===== src/rtl/conv_pool_engine_if.sv =====
// Memory <-> compute handshake bundle: phase/status, DATA tile and FILTER in, conv/pool results out.
interface conv_pool_engine_if;
   logic [1:0]   state;
   logic [1:0]   MS;
   logic [127:0] DATA;
   logic [71:0]  FILTER;
   logic [1:0]   CS;
   logic [31:0]  ret22;
   logic [31:0]  ret33;

   modport master (output state, MS, DATA, FILTER, input CS, ret22, ret33);
   modport slave  (input state, MS, DATA, FILTER, output CS, ret22, ret33);
endinterface


===== src/rtl/conv_pool_engine.sv =====
// 4x4 tile engine: 3x3 valid conv (one MAC per cycle) and 2x2/stride-2 max-pool, 2x2 outputs each.
module conv_pool_engine #(
   parameter bit OUT_SAT = 1'b1,
   parameter int ACC_W   = 20
) (
   input  logic clk,
   input  logic rst,
   conv_pool_engine_if.slave bus
);

   typedef enum logic [2:0] {IDLE, LOAD, CONV, POOL, DONE} fsm_t;

   fsm_t             fsm, fsm_nxt;
   logic [15:0][7:0] d_q;
   logic [8:0][7:0]  f_q;
   logic [ACC_W-1:0] acc, acc_nxt;
   logic [3:0]       t;
   logic [1:0]       o, p;
   logic [3:0][7:0]  conv_sh, pool_sh, pool_sh_nxt;
   logic [31:0]      ret22_q, ret33_q;
   logic             run, clr;

   assign run = (bus.state == 2'b10);
   assign clr = (bus.state == 2'b00);

   always_comb begin
      fsm_nxt = fsm;
      case (fsm)
         IDLE: if (run && bus.MS == 2'b10) fsm_nxt = LOAD;
         LOAD: fsm_nxt = run ? CONV : IDLE;
         CONV: if (!run) fsm_nxt = IDLE;
               else if (o == 2'd3 && t == 4'd8) fsm_nxt = POOL;
         POOL: if (!run) fsm_nxt = IDLE;
               else if (p == 2'd3) fsm_nxt = DONE;
         DONE: if (!run) fsm_nxt = IDLE;
         default: fsm_nxt = IDLE;
      endcase
   end

   // tap t -> filter (row, col); data window is offset by the output position o
   logic [1:0] tr, tc, dr, dc;
   logic [3:0] d_idx, f_idx;
   logic [15:0] prod;
   logic [7:0]  res_byte;

   always_comb begin
      tr = 2'd0;
      tc = 2'(t);
      if (t >= 4'd6) begin
         tr = 2'd2;
         tc = 2'(t - 4'd6);
      end else if (t >= 4'd3) begin
         tr = 2'd1;
         tc = 2'(t - 4'd3);
      end
   end

   assign dr       = 2'(o[1]) + tr;
   assign dc       = 2'(o[0]) + tc;
   assign d_idx    = {dr, dc};
   assign f_idx    = 4'(tr) * 4'd3 + 4'(tc);
   assign prod     = 16'(d_q[d_idx]) * 16'(f_q[f_idx]);
   assign acc_nxt  = acc + ACC_W'(prod);
   assign res_byte = (OUT_SAT && (|acc_nxt[ACC_W-1:8])) ? 8'hFF : acc_nxt[7:0];

   // pool window top-left byte is (2*p[1], 2*p[0])
   logic [3:0] pb;
   logic [7:0] m0, m1, pmax;

   assign pb   = {p[1], 1'b0, p[0], 1'b0};
   assign m0   = (d_q[pb]      > d_q[pb + 4'd1]) ? d_q[pb]      : d_q[pb + 4'd1];
   assign m1   = (d_q[pb + 4'd4] > d_q[pb + 4'd5]) ? d_q[pb + 4'd4] : d_q[pb + 4'd5];
   assign pmax = (m0 > m1) ? m0 : m1;

   always_comb begin
      pool_sh_nxt    = pool_sh;
      pool_sh_nxt[p] = pmax;
   end

   always_ff @(posedge clk or negedge rst) begin
      if (!rst) begin
         fsm     <= IDLE;
         d_q     <= '0;
         f_q     <= '0;
         acc     <= '0;
         t       <= '0;
         o       <= '0;
         p       <= '0;
         conv_sh <= '0;
         pool_sh <= '0;
         ret22_q <= '0;
         ret33_q <= '0;
      end else begin
         fsm <= fsm_nxt;
         case (fsm)
            LOAD: begin
               d_q <= bus.DATA;
               f_q <= bus.FILTER;
               acc <= '0;
               t   <= '0;
               o   <= '0;
               p   <= '0;
            end
            CONV: begin
               if (t == 4'd8) begin
                  conv_sh[o] <= res_byte;
                  acc        <= '0;
                  t          <= '0;
                  o          <= o + 2'd1;
               end else begin
                  acc <= acc_nxt;
                  t   <= t + 4'd1;
               end
            end
            POOL: begin
               pool_sh <= pool_sh_nxt;
               p       <= p + 2'd1;
            end
            default: ;
         endcase
         // last pool byte is bypassed so results publish on the same edge that enters DONE
         if (fsm == POOL && fsm_nxt == DONE) begin
            ret22_q <= conv_sh;
            ret33_q <= pool_sh_nxt;
         end else if (clr) begin
            ret22_q <= '0;
            ret33_q <= '0;
         end
      end
   end

   assign bus.CS    = (fsm == DONE) ? 2'b01 : 2'b00;
   assign bus.ret22 = ret22_q;
   assign bus.ret33 = ret33_q;

endmodule


===== src/flat_wrapper.sv =====
// flat-port wrapper written by rule: the top's interface ports become plain ports
module conv_pool_engine_flat 
#(
   parameter bit OUT_SAT = 1'b1,
   parameter int ACC_W   = 20
)
  (clk, rst, bus_state, bus_MS, bus_DATA, bus_FILTER, bus_CS, bus_ret22, bus_ret33);
  conv_pool_engine_if bus_i ();
  input  logic clk;
  input  logic rst;
  input wire logic [$bits(bus_i.state)-1:0] bus_state;
  input wire logic [$bits(bus_i.MS)-1:0] bus_MS;
  input wire logic [$bits(bus_i.DATA)-1:0] bus_DATA;
  input wire logic [$bits(bus_i.FILTER)-1:0] bus_FILTER;
  output wire logic [$bits(bus_i.CS)-1:0] bus_CS;
  output wire logic [$bits(bus_i.ret22)-1:0] bus_ret22;
  output wire logic [$bits(bus_i.ret33)-1:0] bus_ret33;
  assign bus_i.state = bus_state;
  assign bus_i.MS = bus_MS;
  assign bus_i.DATA = bus_DATA;
  assign bus_i.FILTER = bus_FILTER;
  assign bus_CS = bus_i.CS;
  assign bus_ret22 = bus_i.ret22;
  assign bus_ret33 = bus_i.ret33;
  conv_pool_engine #(.OUT_SAT(OUT_SAT), .ACC_W(ACC_W)) u_core (.clk(clk), .rst(rst), .bus(bus_i));
endmodule

===== config.mk =====
export PLATFORM = sky130hd
export DESIGN_NAME = conv_pool_engine_flat
export DESIGN_NICKNAME = d
export VERILOG_FILES = /design/src/rtl/conv_pool_engine_if.sv /design/src/rtl/conv_pool_engine.sv /design/src/flat_wrapper.sv
export SDC_FILE = /design/constraint.sdc
export NUM_CORES = 1
export LEC_CHECK = 0
export CAP_MARGIN = 0
export CORE_ASPECT_RATIO = 2
export CORE_MARGIN = 2
export CORE_UTILIZATION = 61
export CTS_BUF_LIST = sky130_fd_sc_hd__clkbuf_4
export DETAILED_ROUTE_END_ITERATION = 16
export PLACE_DENSITY = 0.95
export SYNTH_ARGS = -nofsm -noshare
export SYNTH_HDL_FRONTEND = slang
export SYNTH_SLANG_ARGS = --single-unit

===== constraint.sdc =====
create_clock -name clk -period 26.8 [get_ports clk]
set_clock_uncertainty 0.1 [all_clocks]
set_input_delay 5.36 -clock clk [delete_from_list [all_inputs] [get_ports clk]]
set_output_delay 5.36 -clock clk [all_outputs]
set_load 0.01 [all_outputs]

# Yosys cells after proc, flatten, opt, wreduce, memory -nomap -nowiden
# Cells that the tools add are included.
# word_totals
regBits,359
elab_cells,138
output_inout_bits,66
# classes
reduce_logical,13
magnitude_cmp,15
n_addsub,12
eq_ne,11
mux,45
mul,2
# ops
cell,n
$bmux 8 s4,5
$mux 32,3
$mux 8,12
$bwmux 32,2
$pmux 20 s2,1
$demux 8 s2,2
$lt 4x5->1 const B,6
$gt 8x8->1,3
$add 20x16->20,1
$mux 20,1
$mux 3,6
$bmux 8 s2,1
$mul 8x8->16,1
$pmux 3 s5,1
$reduce_or 12->1,1
$mux 2,5
$add 4x1->4 const B,2
$add 4x3->4 const B,2
$eq 2x2->1 const B,4
$pmux 2 s2,2
$pmux 4 s2,1
$eq 3x2->1 const B,2
$eq 3x3->1 const B,2
$lt 2x3->1 const B,2
18 further kinds,30

# Logic depth before layout (Yosys ltp)
# Gate-level depths: netlist of the first run.
# depth
word_depth,12
mapped_depth,39
ltp_nobuf,31

# Least setup slack after synthesis of the first run
# Ideal clock, no wire load.
# synth_path
path_type,reg-to-reg
startpoint,register u_core.t[0]
endpoint,register u_core.conv_sh[14] (netlist bit)
path_stages_with_launch,39
required_time_ns,26.574
setup_ns,0.126
n_path_buf,7
path_slack_ns,18.321
arrival_time_ns,8.254
synth_period_minus_slack_ns,8.479
path_cell_list,dfrtp_1 > buf_2 > buf_2 > buf_2 > inv_2 > ha_1 > nor2_1 > mux2i_1 > nor2_1 > xnor2_1 > ha_1 > inv_1 > a21oi_2 > nor2_2 > buf_6 > buf_6 > mux2i_1 > o22ai_1 > [3 not listed] > fa_1 > inv_1 > fa_1 > inv_1 > fa_1 > inv_1 > fa_1 > inv_1 > ha_1 > and2_1 > a221oi_2 > a211o_1 > a21oi_1 > o41ai_4 > xnor2_1 > nor4_4 > buf_2 > a21oi_1
# synth_between
elab_chain_cells,12
word_cells_on_any_way,23
classes_between,add/sub (6); mul (2); order compare (2); eq/ne (1); mux (10); reduce/logical (2)
# synth_lines
element,line_no,rtl
from (decl),conv_pool_engine.sv:17,logic [3:0] t;
from (signal assigned),conv_pool_engine.sv:112,t <= t + 4'd1;
$ge 4x2->1,conv_pool_engine.sv:52,end else if (t >= 4'd3) begin
$mux 1,conv_pool_engine.sv:52,
$mux 2,conv_pool_engine.sv:49,if (t >= 4'd6) begin
$mul 2x2->4,conv_pool_engine.sv:61,assign f_idx = 4'(tr) * 4'd3 + 4'(tc);
$add 4x2->4,conv_pool_engine.sv:61,
$bmux 8 s4,conv_pool_engine.sv:62,assign prod = 16'(d_q[d_idx]) * 16'(f_q[f_idx]);
$mux 8 (implied by the code),conv_pool_engine.sv:62,
$mul 8x8->16,conv_pool_engine.sv:62,
$add 20x16->20,conv_pool_engine.sv:63,assign acc_nxt = acc + ACC_W'(prod);
$reduce_or 12->1,conv_pool_engine.sv:64,assign res_byte = (OUT_SAT && (|acc_nxt[ACC_W-1:8])) ? 8'hFF : acc_nxt[7:0];
$mux 8,conv_pool_engine.sv:64,
$bwmux 32,conv_pool_engine.sv:106,conv_sh[o] <= res_byte;
"to (signal, indexed assignment)",conv_pool_engine.sv:106,
to (decl),conv_pool_engine.sv:19,"logic [3:0][7:0] conv_sh, pool_sh, pool_sh_nxt;"
# Parallel ways exist; a longest one is shown, timed or not. The select of a mux whose other input is x is not followed.
# A chain may end at the register's enable or synchronous reset.

# Worst setup path in the final report of the first run
# layout_path
startpoint,register u_core.t[0]
endpoint,register u_core.conv_sh[12] (netlist bit)
# The elaborated chain is that of the path after synthesis.

==> results of run 1 <==
-- layer usage --
layer,global-route usage (%),up-vias,part of all wire [%]
met5,0,-,0
met4,24.85,0,7.9
met3,5.759,302,6.5
met2,57.91,874,53
met1,36.46,7664,33
li1,-,6609,-
-- tightest hold or removal path, stage by stage (launching register included) --
cell,delay [ns]
dfrtp_1,0.35
nand2_1,0.05
o21ai_0,0.06
-- flip-flops by register name, summed over array words and instances (netlist names) --
signal	flops
u_core.d_q	128
u_core.f_q	72
u_core.bus.ret22	32
u_core.bus.ret33	32
u_core.conv_sh	32
u_core.pool_sh	24
u_core.acc	20
u_core.t	4
u_core.fsm	3
u_core.o	2
u_core.p	2
-- power by group --
group,internal (mW),switching [mW],total [mW]
Combinational,0.630,0.960,1.59
Clock,0.225,0.220,0.445
Sequential,0.613,0.0794,0.692
-- metrics by stage --
stage          hold WS, ns  setup slack (ns)  area, um^2
2_1_floorplan       0.3485             18.32       19590
3_3_place_gp        0.3625             17.67       22530
3_5_place_dp        0.3714             17.36       22530
4_1_cts             0.3880             17.30       23590
5_1_grt             0.4138             16.59       23600
6_report            0.3818             17.24       23600
-- kinds of logic (layout without fill, tap and decap cells) --
group                    count (synthesis)  in the layout  share of synthesized area, %
XOR/XNOR                                14             14                        0.6644
adder cells (fa/ha/maj)                128            128                         10.09
multiplexers                           346            346                         21.70
other                                    1              7                       0.01914
AND/OR/NAND/NOR                        322            322                         7.774
AO/OA/AOI/OAI                          315            315                         10.62
flip-flops                             351            351                         44.84
buffers and inverters                  210            538                         4.293
-- how the worst max path moves through the flow --
stage / start / end / cells past startpoint / slack [ns]
6_report: u_core.t[0]$_DFFE_PN0P_ / u_core.conv_sh[12]$_DFFE_PN0P_ / 33 / 17.24
5_1_grt: u_core.t[0]$_DFFE_PN0P_ / u_core.conv_sh[23]$_DFFE_PN0P_ / 34 / 16.59
4_1_cts: u_core.t[0]$_DFFE_PN0P_ / u_core.conv_sh[4]$_DFFE_PN0P_ / 33 / 17.30
3_5_place_dp: u_core.t[0]$_DFFE_PN0P_ / u_core.conv_sh[29]$_DFFE_PN0P_ / 33 / 17.36
3_3_place_gp: u_core.t[0]$_DFFE_PN0P_ / u_core.conv_sh[29]$_DFFE_PN0P_ / 33 / 17.67
2_1_floorplan: u_core.t[0]$_DFFE_PN0P_ / u_core.conv_sh[14]$_DFFE_PN0P_ / 38 / 18.32
-- cells in the final DEF (no fill, tap or decap), types with 4 or more instances in the layout --
| cell | synthesis | routed |
|---|---|---|
| nor3_1 | 13 | 13 |
| a22oi_1 | 5 | 5 |
| nand2_1 | 109 | 109 |
| a22o_1 | 41 | 41 |
| fa_1 | 50 | 50 |
| nand2b_1 | 7 | 7 |
| nor2_1 | 87 | 86 |
| or4_1 | 7 | 7 |
| a32oi_1 | 24 | 24 |
| clkinv_2 | 0 | 5 |
| nand3b_1 | 4 | 4 |
| xnor2_1 | 10 | 10 |
| diode_2 | 0 | 6 |
| nor2b_1 | 7 | 7 |
| o22ai_1 | 35 | 35 |
| buf_4 | 4 | 14 |
| mux2i_1 | 95 | 95 |
| mux2_2 | 209 | 209 |
| mux4_2 | 42 | 42 |
| o31ai_1 | 5 | 5 |
| inv_1 | 112 | 112 |
| and2_1 | 41 | 40 |
| o21ai_0 | 81 | 81 |
| a31oi_1 | 15 | 15 |
| nand3_1 | 25 | 25 |
| clkinv_1 | 0 | 15 |
| clkbuf_4 | 0 | 112 |
| a21o_1 | 17 | 16 |
| clkdlybuf4s50_1 | 0 | 269 |
| ha_1 | 78 | 78 |
| a21oi_1 | 56 | 56 |
| o21ai_1 | 7 | 7 |
| dfrtp_1 | 351 | 350 |
-- area by class of cell --
cell class / instances / area (um^2) / share of cell area (%)
flip-flops and latches: 351 / 8785 / 37.22
diodes: 6 / 15.01 / 0.06362
repair buffers: 284 / 2813 / 11.92
inverters: 113 / 424.2 / 1.797
well taps: 423 / 529.3 / 2.242
clock inverters: 29 / 215.2 / 0.9118
clock buffers: 112 / 840.8 / 3.563
multi-input cells: 1126 / 9980 / 42.28
==> impl_metrics.ini, run 1 <==
[outcome]
outcome = complete, no violations

[setup_path]
crit_arrival_ns = 10.09
cpMaxStageDelayCell = or4_1
worstPathMaxFanout = 58
max_stage_delay_ns = 0.75
path_delay_family = adder cells
start_kind = flop
r2r-end = u_core.conv_sh[12]$_DFFE_PN0P_
end_kind = flop
rrSetupSlack_ns = 17.24
rr_worst_depth = 33
worstPathRequired_ns = 27.33
cp.buffers_inverters = 8
r2r-start = u_core.t[0]$_DFFE_PN0P_
worstSetupPathType = flop to flop

[routing]
vias = 15450
wire_per_inst_um = 22.71
first_pass_iters = 6
drcViolationCount = 0
wirelength_um = 55510
drt-initial-drc-count = 1374
via_per_inst = 6.321
ant_nets = 0

[timing]
maxSlewViolCount = 0
fmax_mhz = 104.6
hold_violations = 0
period_needed_ns = 9.565
period_share_pct = 35.69
relSlewSlack_pct = 20.11
tightest_slew_ns = 1.198
setup_viol = 0
tns_ns = 0
rsz0062_at_grt = false

[min_path]
hp-class = flop to flop
worstHoldStart = u_core.bus.ret33[24]$_DFFE_PN0P_
holdPathStages = 2
min_to = u_core.bus.ret33[24]$_DFFE_PN0P_

[clock_network]
cts-resized-gates = 0
cts_hold_buf = 0
htree_levels = 3
root_buffer = clkbuf_4
clock_path_buffers = 3
cts_tree = yes
clk_pin_slew_worst_paths_ns = 0.07
clk_latency_ns = 0.81
cts_buffers = 79
postCtsSetupBuffers = 0
clock_sinks = 351

[cells_and_area]
finalNetCount = 2289
fin_cells = 2444
layout-drive-gt1-share_pct = 20.30
syn2layout_area_growth_pct = 20.49
utilization_pct = 74.83
fillers = 1946

[global_routing]
grt_pass1_wl_um = 86850
grt_max_degree = 108
grt-ovfl-total = 0
track_usage_pct = 33.72
first_global_vias = 16640
antenna_found_initial = 5

[placed_design]
port_buffers = 270
dp_hpwl_um = 39890
dp.cells = 2297
place_congestion = 0.9584

[floorplanning]
pin_count = 272
fp.dieH_um = 257.4
num_rows = 92
die_area_mm2 = 0.03365
core_area_mm2 = 0.03154
die_x_um = 130.7
start_util_pct = 62.10

[synth]
yosysSeqAreaShare_pct = 44.84
syn-cell-area_mm2 = 0.01959
synth-async-reset-ratio_pct = 100.0
yosys.cell_count.top_type = dfrtp_1
yosys.area.top_type = dfrtp_1
syn_nets = 2021
synth_edf_count = 0
synth.avg_cell_area_um2 = 11.61
synthTopCellsByCount = dfrtp_1 (351), mux2_2 (209), inv_1 (112)
yosys_most_used_dff = dfrtp_1
yosysWarnings = 0
netlist_top_cells_area = dfrtp_1 (45%), mux2_2 (12%), fa_1 (5.1%), ha_1 (5.0%), mux2i_1 (4.9%)
ys_seq_elements = 351
synth_top_cell_area_share_pct = 44.84
syn_inst = 1687
synth_cell_type_count = 66

[pwr]
irDropWorstVdd_v = 0.0001084
p_total_mw = 2.727
p_per_area_mw_per_mm2 = 115.5
p_leak_nw = 10.41

[run]
maxCapViolCount = 0
No activity file was read; power rests on OpenSTA's default activity.
==> inputs of run 2 (changes only) <==
--- a/config.mk
+++ b/config.mk
@@ -8,10 +8,10 @@
 export CAP_MARGIN = 0
 export CORE_ASPECT_RATIO = 2
 export CORE_MARGIN = 2
-export CORE_UTILIZATION = 61
+export CORE_UTILIZATION = 57
 export CTS_BUF_LIST = sky130_fd_sc_hd__clkbuf_4
 export DETAILED_ROUTE_END_ITERATION = 16
-export PLACE_DENSITY = 0.95
+export PLACE_DENSITY = 0.93
 export SYNTH_ARGS = -nofsm -noshare
 export SYNTH_HDL_FRONTEND = slang
 export SYNTH_SLANG_ARGS = --single-unit
==> constraint.sdc (replaced) <==
create_clock -name clk -period 9.4 [get_ports clk]
set_clock_uncertainty 0.1 [all_clocks]
set_input_delay 1.88 -clock clk [delete_from_list [all_inputs] [get_ports clk]]
set_output_delay 1.88 -clock clk [all_outputs]
set_load 0.01 [all_outputs]
==> impl_metrics.ini, run 2 (same netlist as run 1, synthesis figures left out) <==
[outcome]
outcome = complete, no violations

[cells_and_area]
regArea_mm2 = 0.008786
mostFrequentLayoutCell = dfrtp_1
final_cell_mix = dfrtp_1 (349), clkdlybuf4s50_1 (269), mux2_2 (209), inv_1 (112), nand2_1 (109)
syn2layout_area_growth_pct = 20.67
fillers = 2410
largest_register_ffs = 128
fin_cells = 2469
regMostFlops = u_core.d_q
reg_top3 = u_core.d_q: 128 flops, u_core.f_q: 72 flops
multiInputGateArea_mm2 = 0.009986
layout-drive-gt1-share_pct = 20.11
finalNetCount = 2300
utilization_pct = 69.29

[pwr]
p_leak_nw = 10.42
irDropWorstVdd_v = 0.0004031
seqPwrFrac_pct = 25.4
p_sw_share_pct = 46.45
p_total_mw = 7.698
p_sw_mw = 3.576
p_comb_share_pct = 59.3
p_per_area_mw_per_mm2 = 325.7
internal_power_mw = 4.122
pwr-share-clk_pct = 15.4

[clock_network]
clock_sinks = 351
root_buffer = clkbuf_4
htree_levels = 3
cts_hold_buf = 0
cts_tree = yes
clk_pin_slew_worst_paths_ns = 0.09
clk_latency_ns = 0.80
cts_buffers = 80
clock_path_buffers = 3

[floorplanning]
num_rows = 96
core_area_mm2 = 0.03411
die_area_mm2 = 0.03595
pin_count = 272
die_x_um = 135.1
fp.dieH_um = 266.2
start_util_pct = 57.42

[setup_path]
crit_start = u_core.t[0]$_DFFE_PN0P_
cp_num_cells = 32
max_stage_delay_ns = 0.77
rrSetupSlack_ns = 0.51
worstPathMaxFanout = 32
cp.buffers_inverters = 7
rr_worst_depth = 32
start_kind = flop
worstSetupPathType = flop to flop
path_delay_family = adder cells
path_common_cell = fa_1
worstPathRequired_ns = 9.89
critPathCapture = u_core.conv_sh[21]$_DFFE_PN0P_
crit_arrival_ns = 9.37
end_kind = flop
r2r-start = u_core.t[0]$_DFFE_PN0P_
cpMaxStageDelayCell = or4_1
r2r-end = u_core.conv_sh[21]$_DFFE_PN0P_

[timing]
rsz0062_at_grt = false
maxSlewViolCount = 0
period_share_pct = 94.53
fmax_mhz = 112.5
setup_viol = 0
relSlewSlack_pct = 22.86
hold_violations = 0
period_needed_ns = 8.886
tightest_slew_ns = 1.157

[global_routing]
grt_pass1_wl_um = 83280
track_usage_pct = 30.19
antenna_found_initial = 7
grt_max_degree = 159
first_global_vias = 15870
grt-ovfl-total = 0

[routing]
first_pass_iters = 9
wirelength_um = 53400
ant_nets = 0
via_per_inst = 6.173
wire_per_inst_um = 21.63
drt-initial-drc-count = 1267
drcViolationCount = 0
vias = 15240

[placed_design]
place_congestion = 1.003
dp.cells = 2314
port_buffers = 270
dp_hpwl_um = 39240

[run]
maxCapViolCount = 0

[min_path]
hp-class = flop to flop
==> run 2: cell count changes in the layout (fill, tap and decap cells not counted), moves of 2 or more <==
cell	change
clkbuf_4	-10
clkinv_1	+8
buf_4	+6
diode_2	+3
buf_12	+2
clkinvlp_4	-2
inv_6	-2
==> run 2: metal layers <==
layer	up-vias	routed length [um]	track usage, %
met5	-	0	0
met4	0	3735	20.33
met3	228	3266	5.023
met2	768	28300	52.96
met1	7599	18090	33.10
li1	6645	-	-
==> run 2: worst min path at each step <==
| stage | from | depth (start not counted) | slack, ns | to |
|---|---|---|---|---|
| floorplan | u_core.acc[14]$_DFFE_PN0P_ | 2 | 0.35 | u_core.acc[14]$_DFFE_PN0P_ |
| global placement | u_core.acc[13]$_DFFE_PN0P_ | 1 | 0.36 | u_core.acc[13]$_DFFE_PN0P_ |
| detailed placement | u_core.bus.ret33[24]$_DFFE_PN0P_ | 2 | 0.37 | u_core.bus.ret33[24]$_DFFE_PN0P_ |
| CTS | u_core.pool_sh[1]$_DFFE_PN0P_ | 2 | 0.39 | u_core.pool_sh[1]$_DFFE_PN0P_ |
| global route | u_core.pool_sh[1]$_DFFE_PN0P_ | 2 | 0.41 | u_core.pool_sh[1]$_DFFE_PN0P_ |
| finish | u_core.conv_sh[13]$_DFFE_PN0P_ | 1 | 0.38 | u_core.bus.ret22[13]$_DFFE_PN0P_ |
==> run 2: power groups by stage <==
stage               combinational [mW]  sequential (mW)  clock, mW
finish                            4.56             1.95       1.18
global placement                  4.27             1.95          0
floorplan                         3.28             1.88          0
CTS                               4.47             1.94       1.20
global route                      4.97             1.97       1.28
detailed placement                4.42             1.96          0
==> run 2: per-stage QoR <==
step           setup slack [ns]  area, um^2  hold WS, ns  TNS, ns
4_1_cts                  0.2142       23520       0.3870        0
5_1_grt                 0.01929       23640       0.4114        0
3_5_place_dp            -0.1103       22560       0.3707   -2.034
2_1_floorplan            0.9205       19590       0.3485        0
3_3_place_gp             0.2275       22560       0.3617        0
6_report                 0.5141       23640       0.3755        0
==> run 2: cell type report <==
| type | count | share of cell area [%] |
|---|---|---|
| repair buffers | 293 | 12.31 |
| well taps | 441 | 2.334 |
| clock buffers | 102 | 3.240 |
| inverters | 113 | 1.795 |
| flip-flops and latches | 351 | 37.17 |
| diodes | 9 | 0.09528 |
| multi-input cells | 1127 | 42.25 |
| clock inverters | 33 | 0.8099 |
==> run 2: timing repair <==
action,CTS,global route
pin swaps,1,1
gates cloned,1,0
setup endpoints to repair,32,32
resized for setup,0,2
setup buffers,0,10
